`src/rtl/nibble_alu_seq_pkg.sv`:
```
// Shared types and constants for the sequential packed-nibble add/sub unit.
package nibble_alu_pkg;

  localparam int NIBBLE_W = 4;

  typedef enum logic [1:0] {
    IDLE = 2'd0,
    RUN  = 2'd1,
    DONE = 2'd2
  } alu_state_t;

  typedef enum logic {
    MODE_PACKED  = 1'b0,
    MODE_CHAINED = 1'b1
  } alu_mode_t;

  localparam logic [NIBBLE_W-1:0] NIB_SAT_POS = 4'h7;
  localparam logic [NIBBLE_W-1:0] NIB_SAT_NEG = 4'h8;

  // Overflow with a negative-looking raw sum means the true value ran off the positive end.
  function automatic logic [NIBBLE_W-1:0] sat_nibble(input logic [NIBBLE_W-1:0] raw,
                                                     input logic ovf);
    logic [NIBBLE_W-1:0] res;
    if (ovf) begin
      res = raw[NIBBLE_W-1] ? NIB_SAT_POS : NIB_SAT_NEG;
    end else begin
      res = raw;
    end
    return res;
  endfunction

endpackage

```
`src/rtl/nibble_alu_seq_if.sv`:
```
// Operand/result handshake bundle between register-read, the ALU and writeback.
interface nibble_alu_seq_if #(
  parameter int NIBBLES = 4
);
  import nibble_alu_pkg::*;

  localparam int DATA_W = NIBBLE_W * NIBBLES;

  logic              in_valid;
  logic              in_ready;
  logic [DATA_W-1:0] a;
  logic [DATA_W-1:0] b;
  logic              sub;
  logic              mode;
  logic              out_valid;
  logic              out_ready;
  logic [DATA_W-1:0] result;
  logic              flag_v;
  logic              flag_n;
  logic              flag_z;

  modport master (
    output in_valid, a, b, sub, mode, out_ready,
    input  in_ready, out_valid, result, flag_v, flag_n, flag_z
  );

  modport slave (
    input  in_valid, a, b, sub, mode, out_ready,
    output in_ready, out_valid, result, flag_v, flag_n, flag_z
  );

endinterface

```
`src/rtl/nibble_alu_seq_add_raw.sv`:
```
// Combinational 4-bit carry-lookahead adder; raw sum, carry-out and signed overflow, no saturation.
module nibble_add_raw
  import nibble_alu_pkg::*;
(
  input  logic [NIBBLE_W-1:0] a_i,
  input  logic [NIBBLE_W-1:0] b_i,
  input  logic                cin_i,
  output logic [NIBBLE_W-1:0] sum_o,
  output logic                cout_o,
  output logic                ovf_o
);

  logic [NIBBLE_W-1:0] g_s;
  logic [NIBBLE_W-1:0] p_s;
  logic [NIBBLE_W:0]   c_s;

  assign g_s = a_i & b_i;
  assign p_s = a_i ^ b_i;

  assign c_s[0] = cin_i;
  assign c_s[1] = g_s[0] | (p_s[0] & cin_i);
  assign c_s[2] = g_s[1] | (p_s[1] & g_s[0]) | (p_s[1] & p_s[0] & cin_i);
  assign c_s[3] = g_s[2] | (p_s[2] & g_s[1]) | (p_s[2] & p_s[1] & g_s[0])
                | (p_s[2] & p_s[1] & p_s[0] & cin_i);
  assign c_s[4] = g_s[3] | (p_s[3] & g_s[2]) | (p_s[3] & p_s[2] & g_s[1])
                | (p_s[3] & p_s[2] & p_s[1] & g_s[0])
                | (p_s[3] & p_s[2] & p_s[1] & p_s[0] & cin_i);

  assign sum_o  = p_s ^ c_s[NIBBLE_W-1:0];
  assign cout_o = c_s[NIBBLE_W];
  assign ovf_o  = c_s[NIBBLE_W-1] ^ c_s[NIBBLE_W];

endmodule

```
`src/rtl/nibble_alu_seq.sv`:
```
// Sequential saturating add/sub: one shared nibble adder walks the operands LSB first.
// Optional sticky saturation flag enabled by defining NIBBLE_ALU_SAT_STICKY_EN.
module nibble_alu_seq
  import nibble_alu_pkg::*;
#(
  parameter int NIBBLES = 4
) (
  input  logic clk,
  input  logic rst,
`ifdef NIBBLE_ALU_SAT_STICKY_EN
  output logic sat_sticky,
  input  logic sticky_clr,
`endif
  nibble_alu_seq_if.slave bus
);

  localparam int DATA_W = NIBBLE_W * NIBBLES;
  localparam int IDX_W  = (NIBBLES > 1) ? $clog2(NIBBLES) : 1;
  localparam int SH_W   = IDX_W + 2;

  alu_state_t        state_q, state_d;
  alu_mode_t         mode_q, mode_d;
  logic [IDX_W-1:0]  idx_q, idx_d;
  logic              carry_q, carry_d;
  logic              sub_q, sub_d;
  logic [DATA_W-1:0] a_q, a_d;
  logic [DATA_W-1:0] b_q, b_d;
  logic [DATA_W-1:0] acc_q, acc_d;
  logic              vacc_q, vacc_d;
  logic [DATA_W-1:0] result_q, result_d;
  logic              flag_v_q, flag_v_d;
  logic              flag_n_q, flag_n_d;
  logic              flag_z_q, flag_z_d;
  logic              in_ready_q, in_ready_d;
  logic              out_valid_q, out_valid_d;

  logic [SH_W-1:0]     sh_s;
  logic [DATA_W-1:0]   a_shift_s;
  logic [DATA_W-1:0]   b_shift_s;
  logic [NIBBLE_W-1:0] a_nib_s;
  logic [NIBBLE_W-1:0] b_eff_s;
  logic                cin_s;
  logic [NIBBLE_W-1:0] raw_s;
  logic                cout_s;
  logic                ovf_s;
  logic [NIBBLE_W-1:0] nib_wr_s;
  logic [DATA_W-1:0]   merged_s;
  logic [DATA_W-1:0]   sat_full_s;
  logic [DATA_W-1:0]   final_s;
  logic                last_s;

  assign sh_s      = {idx_q, 2'b00};
  assign a_shift_s = a_q >> sh_s;
  assign b_shift_s = b_q >> sh_s;
  assign a_nib_s   = a_shift_s[NIBBLE_W-1:0];
  assign b_eff_s   = b_shift_s[NIBBLE_W-1:0] ^ {NIBBLE_W{sub_q}};
  // Chained lanes ripple through the carry register; packed lanes all restart from sub.
  assign cin_s     = (mode_q == MODE_CHAINED) ? carry_q : sub_q;

  nibble_add_raw u_add (
    .a_i    (a_nib_s),
    .b_i    (b_eff_s),
    .cin_i  (cin_s),
    .sum_o  (raw_s),
    .cout_o (cout_s),
    .ovf_o  (ovf_s)
  );

  assign nib_wr_s   = (mode_q == MODE_PACKED) ? sat_nibble(raw_s, ovf_s) : raw_s;
  assign merged_s   = (acc_q & ~(DATA_W'(4'hF) << sh_s)) | (DATA_W'(nib_wr_s) << sh_s);
  // On full-width overflow A and effective B share a sign, so A's sign picks the rail.
  assign sat_full_s = a_q[DATA_W-1] ? {1'b1, {(DATA_W-1){1'b0}}} : {1'b0, {(DATA_W-1){1'b1}}};
  assign final_s    = ((mode_q == MODE_CHAINED) && ovf_s) ? sat_full_s : merged_s;
  assign last_s     = (idx_q == IDX_W'(NIBBLES - 1));

  // Next-state and datapath update for the IDLE/RUN/DONE sequencer.
  always_comb begin
    state_d     = state_q;
    mode_d      = mode_q;
    idx_d       = idx_q;
    carry_d     = carry_q;
    sub_d       = sub_q;
    a_d         = a_q;
    b_d         = b_q;
    acc_d       = acc_q;
    vacc_d      = vacc_q;
    result_d    = result_q;
    flag_v_d    = flag_v_q;
    flag_n_d    = flag_n_q;
    flag_z_d    = flag_z_q;
    in_ready_d  = in_ready_q;
    out_valid_d = out_valid_q;
    case (state_q)
      IDLE: begin
        if (bus.in_valid && in_ready_q) begin
          a_d        = bus.a;
          b_d        = bus.b;
          sub_d      = bus.sub;
          mode_d     = alu_mode_t'(bus.mode);
          idx_d      = '0;
          carry_d    = bus.sub;
          acc_d      = '0;
          vacc_d     = 1'b0;
          in_ready_d = 1'b0;
          state_d    = RUN;
        end else begin
          in_ready_d = 1'b1;
        end
      end
      RUN: begin
        acc_d   = merged_s;
        carry_d = cout_s;
        vacc_d  = vacc_q | ovf_s;
        idx_d   = idx_q + IDX_W'(1);
        if (last_s) begin
          result_d    = final_s;
          flag_v_d    = (mode_q == MODE_PACKED) ? (vacc_q | ovf_s) : ovf_s;
          flag_n_d    = final_s[DATA_W-1];
          flag_z_d    = (final_s == '0);
          idx_d       = '0;
          out_valid_d = 1'b1;
          state_d     = DONE;
        end else begin
          state_d = RUN;
        end
      end
      DONE: begin
        if (bus.out_ready) begin
          out_valid_d = 1'b0;
          in_ready_d  = 1'b1;
          state_d     = IDLE;
        end else begin
          state_d = DONE;
        end
      end
      default: begin
        out_valid_d = 1'b0;
        in_ready_d  = 1'b1;
        state_d     = IDLE;
      end
    endcase
  end

  // State and datapath registers; reset discards any in-flight operation.
  always_ff @(posedge clk) begin
    if (rst) begin
      state_q     <= IDLE;
      mode_q      <= MODE_PACKED;
      idx_q       <= '0;
      carry_q     <= 1'b0;
      sub_q       <= 1'b0;
      a_q         <= '0;
      b_q         <= '0;
      acc_q       <= '0;
      vacc_q      <= 1'b0;
      result_q    <= '0;
      flag_v_q    <= 1'b0;
      flag_n_q    <= 1'b0;
      flag_z_q    <= 1'b0;
      in_ready_q  <= 1'b1;
      out_valid_q <= 1'b0;
    end else begin
      state_q     <= state_d;
      mode_q      <= mode_d;
      idx_q       <= idx_d;
      carry_q     <= carry_d;
      sub_q       <= sub_d;
      a_q         <= a_d;
      b_q         <= b_d;
      acc_q       <= acc_d;
      vacc_q      <= vacc_d;
      result_q    <= result_d;
      flag_v_q    <= flag_v_d;
      flag_n_q    <= flag_n_d;
      flag_z_q    <= flag_z_d;
      in_ready_q  <= in_ready_d;
      out_valid_q <= out_valid_d;
    end
  end

  assign bus.in_ready  = in_ready_q;
  assign bus.out_valid = out_valid_q;
  assign bus.result    = result_q;
  assign bus.flag_v    = flag_v_q;
  assign bus.flag_n    = flag_n_q;
  assign bus.flag_z    = flag_z_q;

`ifdef NIBBLE_ALU_SAT_STICKY_EN
  logic sticky_q, sticky_d;
  logic retire_s;

  assign retire_s = out_valid_q && bus.out_ready;

  // Sticky saturation: a saturating retire beats a simultaneous clear.
  always_comb begin
    sticky_d = sticky_q;
    if (retire_s && flag_v_q) begin
      sticky_d = 1'b1;
    end else if (sticky_clr) begin
      sticky_d = 1'b0;
    end else begin
      sticky_d = sticky_q;
    end
  end

  // Sticky flag register.
  always_ff @(posedge clk) begin
    if (rst) begin
      sticky_q <= 1'b0;
    end else begin
      sticky_q <= sticky_d;
    end
  end

  assign sat_sticky = sticky_q;
`endif

endmodule

```
`src/flat_wrapper.sv`:
```
// flat-port wrapper written by rule: the top's interface ports become plain ports
module nibble_alu_seq_flat import nibble_alu_pkg::*;
#(
  parameter int NIBBLES = 4
)
  (clk, rst, bus_in_valid, bus_a, bus_b, bus_sub, bus_mode, bus_out_ready, bus_in_ready, bus_out_valid, bus_result, bus_flag_v, bus_flag_n, bus_flag_z);
  nibble_alu_seq_if #(.NIBBLES(NIBBLES)) bus_i ();
  input  logic clk;
  input  logic rst;
  input wire logic [$bits(bus_i.in_valid)-1:0] bus_in_valid;
  input wire logic [$bits(bus_i.a)-1:0] bus_a;
  input wire logic [$bits(bus_i.b)-1:0] bus_b;
  input wire logic [$bits(bus_i.sub)-1:0] bus_sub;
  input wire logic [$bits(bus_i.mode)-1:0] bus_mode;
  input wire logic [$bits(bus_i.out_ready)-1:0] bus_out_ready;
  output wire logic [$bits(bus_i.in_ready)-1:0] bus_in_ready;
  output wire logic [$bits(bus_i.out_valid)-1:0] bus_out_valid;
  output wire logic [$bits(bus_i.result)-1:0] bus_result;
  output wire logic [$bits(bus_i.flag_v)-1:0] bus_flag_v;
  output wire logic [$bits(bus_i.flag_n)-1:0] bus_flag_n;
  output wire logic [$bits(bus_i.flag_z)-1:0] bus_flag_z;
  assign bus_i.in_valid = bus_in_valid;
  assign bus_i.a = bus_a;
  assign bus_i.b = bus_b;
  assign bus_i.sub = bus_sub;
  assign bus_i.mode = bus_mode;
  assign bus_i.out_ready = bus_out_ready;
  assign bus_in_ready = bus_i.in_ready;
  assign bus_out_valid = bus_i.out_valid;
  assign bus_result = bus_i.result;
  assign bus_flag_v = bus_i.flag_v;
  assign bus_flag_n = bus_i.flag_n;
  assign bus_flag_z = bus_i.flag_z;
  nibble_alu_seq #(.NIBBLES(NIBBLES)) u_core (.clk(clk), .rst(rst), .bus(bus_i));
endmodule
```
`config.mk`:
```
export PLATFORM = sky130hd
export DESIGN_NAME = nibble_alu_seq_flat
export DESIGN_NICKNAME = d
export VERILOG_FILES = /design/src/rtl/nibble_alu_seq_pkg.sv /design/src/rtl/nibble_alu_seq_if.sv /design/src/rtl/nibble_alu_seq_add_raw.sv /design/src/rtl/nibble_alu_seq.sv /design/src/flat_wrapper.sv
export SDC_FILE = /design/constraint.sdc
export NUM_CORES = 1
export LEC_CHECK = 0
export BUFFER_PORTS_ARGS = -buffer_cell sky130_fd_sc_hd__buf_4
export CORE_AREA = 2 2 112 114
export DETAILED_ROUTE_END_ITERATION = 8
export DIE_AREA = 0 0 114 116
export SETUP_SLACK_MARGIN = 0.15
export SLEW_MARGIN = 25
export SYNTH_ARGS = -nofsm -noshare
export SYNTH_HDL_FRONTEND = slang
export SYNTH_SLANG_ARGS = --single-unit
```
`constraint.sdc`:
```
create_clock -name clk -period 9.8 [get_ports clk]
set_clock_uncertainty 0.05 [all_clocks]
set_input_delay 0.49 -clock clk [delete_from_list [all_inputs] [get_ports clk]]
set_output_delay 0.49 -clock clk [all_outputs]
set_load 0.005 [all_outputs]
```
# Yosys cells after proc, flatten, opt, wreduce, memory -nomap -nowiden
# Index checks and enable logic that the tools add are counted.
# totals
input_bits	38
out_inout_bits	21
reg_bits	77
# op_classes
muxes	26
bitwise	37
n_eq_ne	6
n_shift	4
n_reduce_logical	10
add_sub_neg	1
# op_table
operator	count
$mux 16	3
$pmux 16 s2	1
$shr 16x4->4	2
$and 1x1->1	16
$and 16x16->16	1
$logic_not 16->1	1
$not 16->16	1
$or 16x16->16	1
$shl 4x4->16	1
$shl 4x4->16 const A	1
$mux 4	3
$xor 4x4->4	3
$or 1x1->1	11
$mux 2	5
$mux 1	8
$reduce_and 2->1	4
$pmux 1 s3	2
$pmux 2 s3	1
$and 4x4->4	1
$eq 2x2->1 const B	2
$ne 2x1->1 const B	2
$pmux 1 s2	2
$pmux 2 s2	1
$reduce_and 3->1	1
other kinds (8)	10

# Depth between registers and ports, before layout
# depth
ltp_word	15
ltp_mapped	13
depth_no_buf	10

# Cells and area by module
# From an unflattened synthesis, not the netlist that was laid out.
# unflattened
hier_cells	433
area_unflattened_um2	3612.2
# by_module_without_submodules
mod	cells_each	area_per_inst_um2	instances
nibble_alu_seq	413	3430.8	1
nibble_add_raw	20	181.4	1

# Least setup slack after synthesis
# No wires, ideal clock.
# synth_timing
path_type	reg-to-reg
startpoint	reg u_core.idx_q[0]
endpoint	reg u_core.flag_z_q (netlist: u_core.bus.flag_z)
required_ns	9.654
setup_slack_ns	5.823
arrival_ns	3.832
path_stages_with_launch	12
path_buffers	2
cell_sequence	dfxtp_1 clkbuf_8 clkbuf_1 mux4_2 ha_1 a21o_2 a221oi_1 mux2_2 a21o_1 a221o_2 a2bb2o_1 o41ai_2
# synth_via
elab_chain_len	15
elab_cells_between_ends	46
classes_between	eq/ne (1); shift (4); mux (4); bitwise (34); reduce/logical (3)
# synth_rtl
element	line	rtl
start, declared	nibble_alu_seq.sv:23	logic [IDX_W-1:0] idx_q, idx_d;
start signal, assigned	nibble_alu_seq.sv:165	idx_q <= idx_d;
$shr 16x4->4	nibble_alu_seq.sv:54	assign b_shift_s = b_q >> sh_s;
$xor 4x4->4	nibble_alu_seq.sv:56	assign b_eff_s = b_shift_s[NIBBLE_W-1:0] ^ {NIBBLE_W{sub_q}};
$xor 4x4->4 / $and 4x4->4 (equally long branches)	nibble_alu_seq_add_raw.sv:18, nibble_alu_seq_add_raw.sv:17	
$and 1x1->1, on equally long branches	-	
$or 1x1->1, or another cell as far along (2 in series)	nibble_alu_seq_add_raw.sv:23	assign c_s[3] = g_s[2] | (p_s[2] & g_s[1]) | (p_s[2] & p_s[1] & g_s[0])
$or 1x1->1, or another cell as far along	nibble_alu_seq_add_raw.sv:24	| (p_s[2] & p_s[1] & p_s[0] & cin_i);
$xor 4x4->4 / $or 1x1->1 (equally long branches)	nibble_alu_seq_add_raw.sv:29, nibble_alu_seq_add_raw.sv:27	
$mux 4 / $xor 1x1->1 (equally long branches)	nibble_alu_seq_pkg.sv:25, nibble_alu_seq_add_raw.sv:31	
$mux 4	nibble_alu_seq_pkg.sv:24	if (ovf) begin
$mux 4	nibble_alu_seq.sv:69	assign nib_wr_s = (mode_q == MODE_PACKED) ? sat_nibble(raw_s, ovf_s) : raw_s;
$shl 4x4->16	nibble_alu_seq.sv:70	assign merged_s = (acc_q & ~(DATA_W'(4'hF) << sh_s)) | (DATA_W'(nib_wr_s) << sh_s);
$or 16x16->16	nibble_alu_seq.sv:70	
$mux 16	nibble_alu_seq.sv:73	assign final_s = ((mode_q == MODE_CHAINED) && ovf_s) ? sat_full_s : merged_s;
$logic_not 16->1	nibble_alu_seq.sv:119	flag_z_d = (final_s == '0);
end signal, assigned	nibble_alu_seq.sv:175	flag_z_q <= flag_z_d;
end, declared	nibble_alu_seq.sv:33	logic flag_z_q, flag_z_d;
# Parallel ways exist; a longest one is shown, timed or not.
# A chain may end at the register's enable or synchronous reset.

# Final worst setup path
# Same ends and word-level chain as after synthesis.

==> out/qor.txt <==
status = completed
DP Wirelength = 6280 µm
Worst VDD drop = 0.0809 mV
WL per Instance = 14.9 µm
CORE AREA = 11900 µm²
Die Area = 13200 µm²
CTS Root Cell = clkbuf_16
cell depth of the worst flop-to-flop path = 10
Die H = 116 µm
area grow syn2layout = 21.4%
Max Slew Vio Count = 0
CTS Buf Count = 9
setup_tns = 0 ns
Rel. slew slack = 41.6%
CP max FO = 20
hold slack = 0.350 ns
worst hold path stage count = 3
initial core utilization = 29.8%
WS Path Type = reg -> reg
clk buf depth = 2
FF-to-FF setup slack = 5.57 ns
end of the worst register-to-register path = u_core.bus.flag_z
fin cells = 613
DP Cell Count = 597
Crit path arrival time = 4.41 ns
fin util = 36.2%
reg-to-reg startpoint = u_core.idx_q[0]
Power Total = 780 µW
Syn Inst Count = 420
# diodes = 0
CTS clk-pin slew, worst paths = 0.06 ns
largest area contributor in the netlist = dfxtp_1
Critical Path End Type = flip-flop
largest net degree at the start of global routing = 75
initial antenna violation count = 0
#FFs+latches synth = 73
share of cells above drive strength 1 = 22.7%
total wire length = 9120 µm
GRT overflow = 0
top_reg_cell synth = dfxtp_1
CTS tree = built
boundary pin count = 59
Post-Syn Area = 3550 µm²
worst endpoint required time = 9.98 ns
post-CTS resize count = 0
antenna viol nets, final = 0
syn_area_per_cell = 8.45 µm²
vias per inst = 5.19
period utilisation layout = 43.2%
vias in the first global route = 3104
# hold bufs at CTS = 0
max-cap violation count = 0
FP Rows = 40
Fill cells = 1249
static leakage = 1.73 nW
minimum clock period = 4.23 ns
port bufs = 58
Clock Latency Late Sink = 0.33 ns
Synth area leaders = dfxtp_1 (41%), nand2_1 (9.4%), a21oi_1 (8.5%)
startpoint types = flip-flop
Synth Warn # = 0
Final nets = 508
Detailed Route Iter0 Violations = 240
# DRC = 0
worst setup path startpoint = u_core.idx_q[0]
CP Capture Point = u_core.bus.flag_z
routability cong. = 0.848
Slew @ Worst Pin = 0.872 ns
f_max = 236 MHz
post-CTS setup buffer count = 0
first-pass GRT wire length = 15200 µm
Post-Syn Nets = 467
# setup viols final = 0
GRT Total Usage = 14.5%
Die W = 114 µm
post-synthesis sequential area ratio = 41.2%
htree depth = 3
share of Yosys cell area claimed by the top area cell type = 41.2%
drt pass-1 iters = 5
unrepaired setup endpoints after global routing = false
Pwr per Cell Area = 181 nW/µm²
CTS Sinks = 73
Post-synth ARST share = 0%
worst min path class = in -> reg
EDFF count, synth = 0
endpoints failing hold = 0
Vias = 3184
post-synth cell types = 54
[cell usage after synthesis (2+ instances only)]
cell type,n
or2_2,2
or2b_2,3
xor2_1,5
o21ai_0,6
a22o_1,2
a21o_1,3
a22oi_1,19
nor3_1,10
a21oi_1,60
nor2b_1,2
ha_1,8
nand2b_1,2
nand3b_1,2
mux2_2,2
a221o_1,7
clkbuf_8,5
a221oi_1,2
mux4_2,8
a31oi_1,3
nor2_1,40
nand2_1,89
a211oi_1,2
inv_1,7
clkbuf_1,21
dfxtp_1,73
nand3_1,9
[report_power, final]
| group | leakage, nW | switching, mW | internal (mW) |
|---|---|---|---|
| clock | 0.146 | 0.126 | 0.197 |
| combinational | 0.987 | 0.0785 | 0.0571 |
| sequential | 0.594 | 0.0123 | 0.310 |
| total | 1.73 | 0.217 | 0.564 |
[through the flow]
stage                     setup slack [ns]  instance area [µm²]
final                                 5.57                 4310
after global routing                  5.27                 4310
after global placement                5.42                 4010
after floorplan                       5.82                 3550
after detailed placement              5.18                 4010
after CTS                             5.17                 4310
[layout make-up]
| cell class | instances | area, µm² | area share, % |
|---|---|---|---|
| clock buffers | 9 | 225 | 5.23 |
| clock inverters | 7 | 70.1 | 1.63 |
| inverters | 7 | 26.3 | 0.610 |
| multi-input cells | 310 | 1890 | 43.9 |
| flip-flops and latches | 73 | 1460 | 33.9 |
| well taps | 147 | 184 | 4.27 |
| repair buffers | 60 | 450 | 10.5 |
[cell families (layout without fill, tap and decap cells)]
group / Yosys count / count (layout) / synth area share [%]
AND/OR/NAND/NOR: 168 / 168 / 20.6
AO/OA/AOI/OAI: 116 / 116 / 21.5
flip-flops: 73 / 73 / 41.2
buffers and inverters: 37 / 83 / 5.68
multiplexers: 12 / 12 / 6.42
adder cells (fa/ha/maj): 9 / 9 / 3.39
XOR/XNOR: 5 / 5 / 1.23
[metal layers]
layer  track usage [%]  wire (µm)
met5                 0          0
met4              6.10        163
met3              2.72        485
met2              23.7       4160
met1              18.8       4300
[how the worst min path moves through the flow]
stage,startpoint,endpoint,slack [ns]
2_1_floorplan,u_core.a_q[10],u_core.a_q[10],0.38
3_3_place_gp,u_core.bus.result[9],u_core.bus.result[9],0.39
3_5_place_dp,u_core.bus.result[9],u_core.bus.result[9],0.40
4_1_cts,bus_a[14],u_core.a_q[14],0.35
5_1_grt,bus_b[14],u_core.b_q[14],0.37
6_report,bus_a[14],u_core.a_q[14],0.35
[placed cells by master (no fill, tap or decap), types with 3 or more instances in the layout]
| cell type | count |
|---|---|
| a21oi_1 | 60 |
| dfxtp_1 | 72 |
| xor2_1 | 5 |
| nand2_1 | 89 |
| clkbuf_16 | 9 |
| nor3_1 | 9 |
| o21ai_0 | 6 |
| inv_1 | 7 |
| ha_1 | 8 |
| or2b_2 | 3 |
| a221o_1 | 7 |
| mux4_2 | 8 |
| a21o_1 | 3 |
| a22oi_1 | 19 |
| a31oi_1 | 3 |
| nor2_1 | 40 |
| nand3_1 | 9 |
| clkinv_2 | 3 |
| buf_4 | 60 |
[flip-flops by register name, summed over array words and instances, names as in the netlist]
name	count
u_core.bus.flag_v	1
u_core.vacc_q	1
u_core.bus.flag_z	1
u_core.carry_q	1
u_core.acc_q	13
u_core.state_q	2
u_core.bus.result	16
u_core.bus.out_valid	1
u_core.sub_q	1
u_core.b_q	16
u_core.bus.in_ready	1
u_core.a_q	16
u_core.idx_q	2
u_core.mode_q	1
[worst max-delay path, cell delays in order, from the launching register on]
cell and delay [ns]:
dfxtp_2 0.67, mux4_2 0.58, xor2_1 0.25, ha_1 0.30
and3_2 0.22, a221oi_1 0.39, mux2_2 0.44, a21o_1 0.26
a221o_2 0.39, a2bb2o_1 0.30, o41ai_2 0.28
Note: power is estimated with default switching activity, not from simulation.
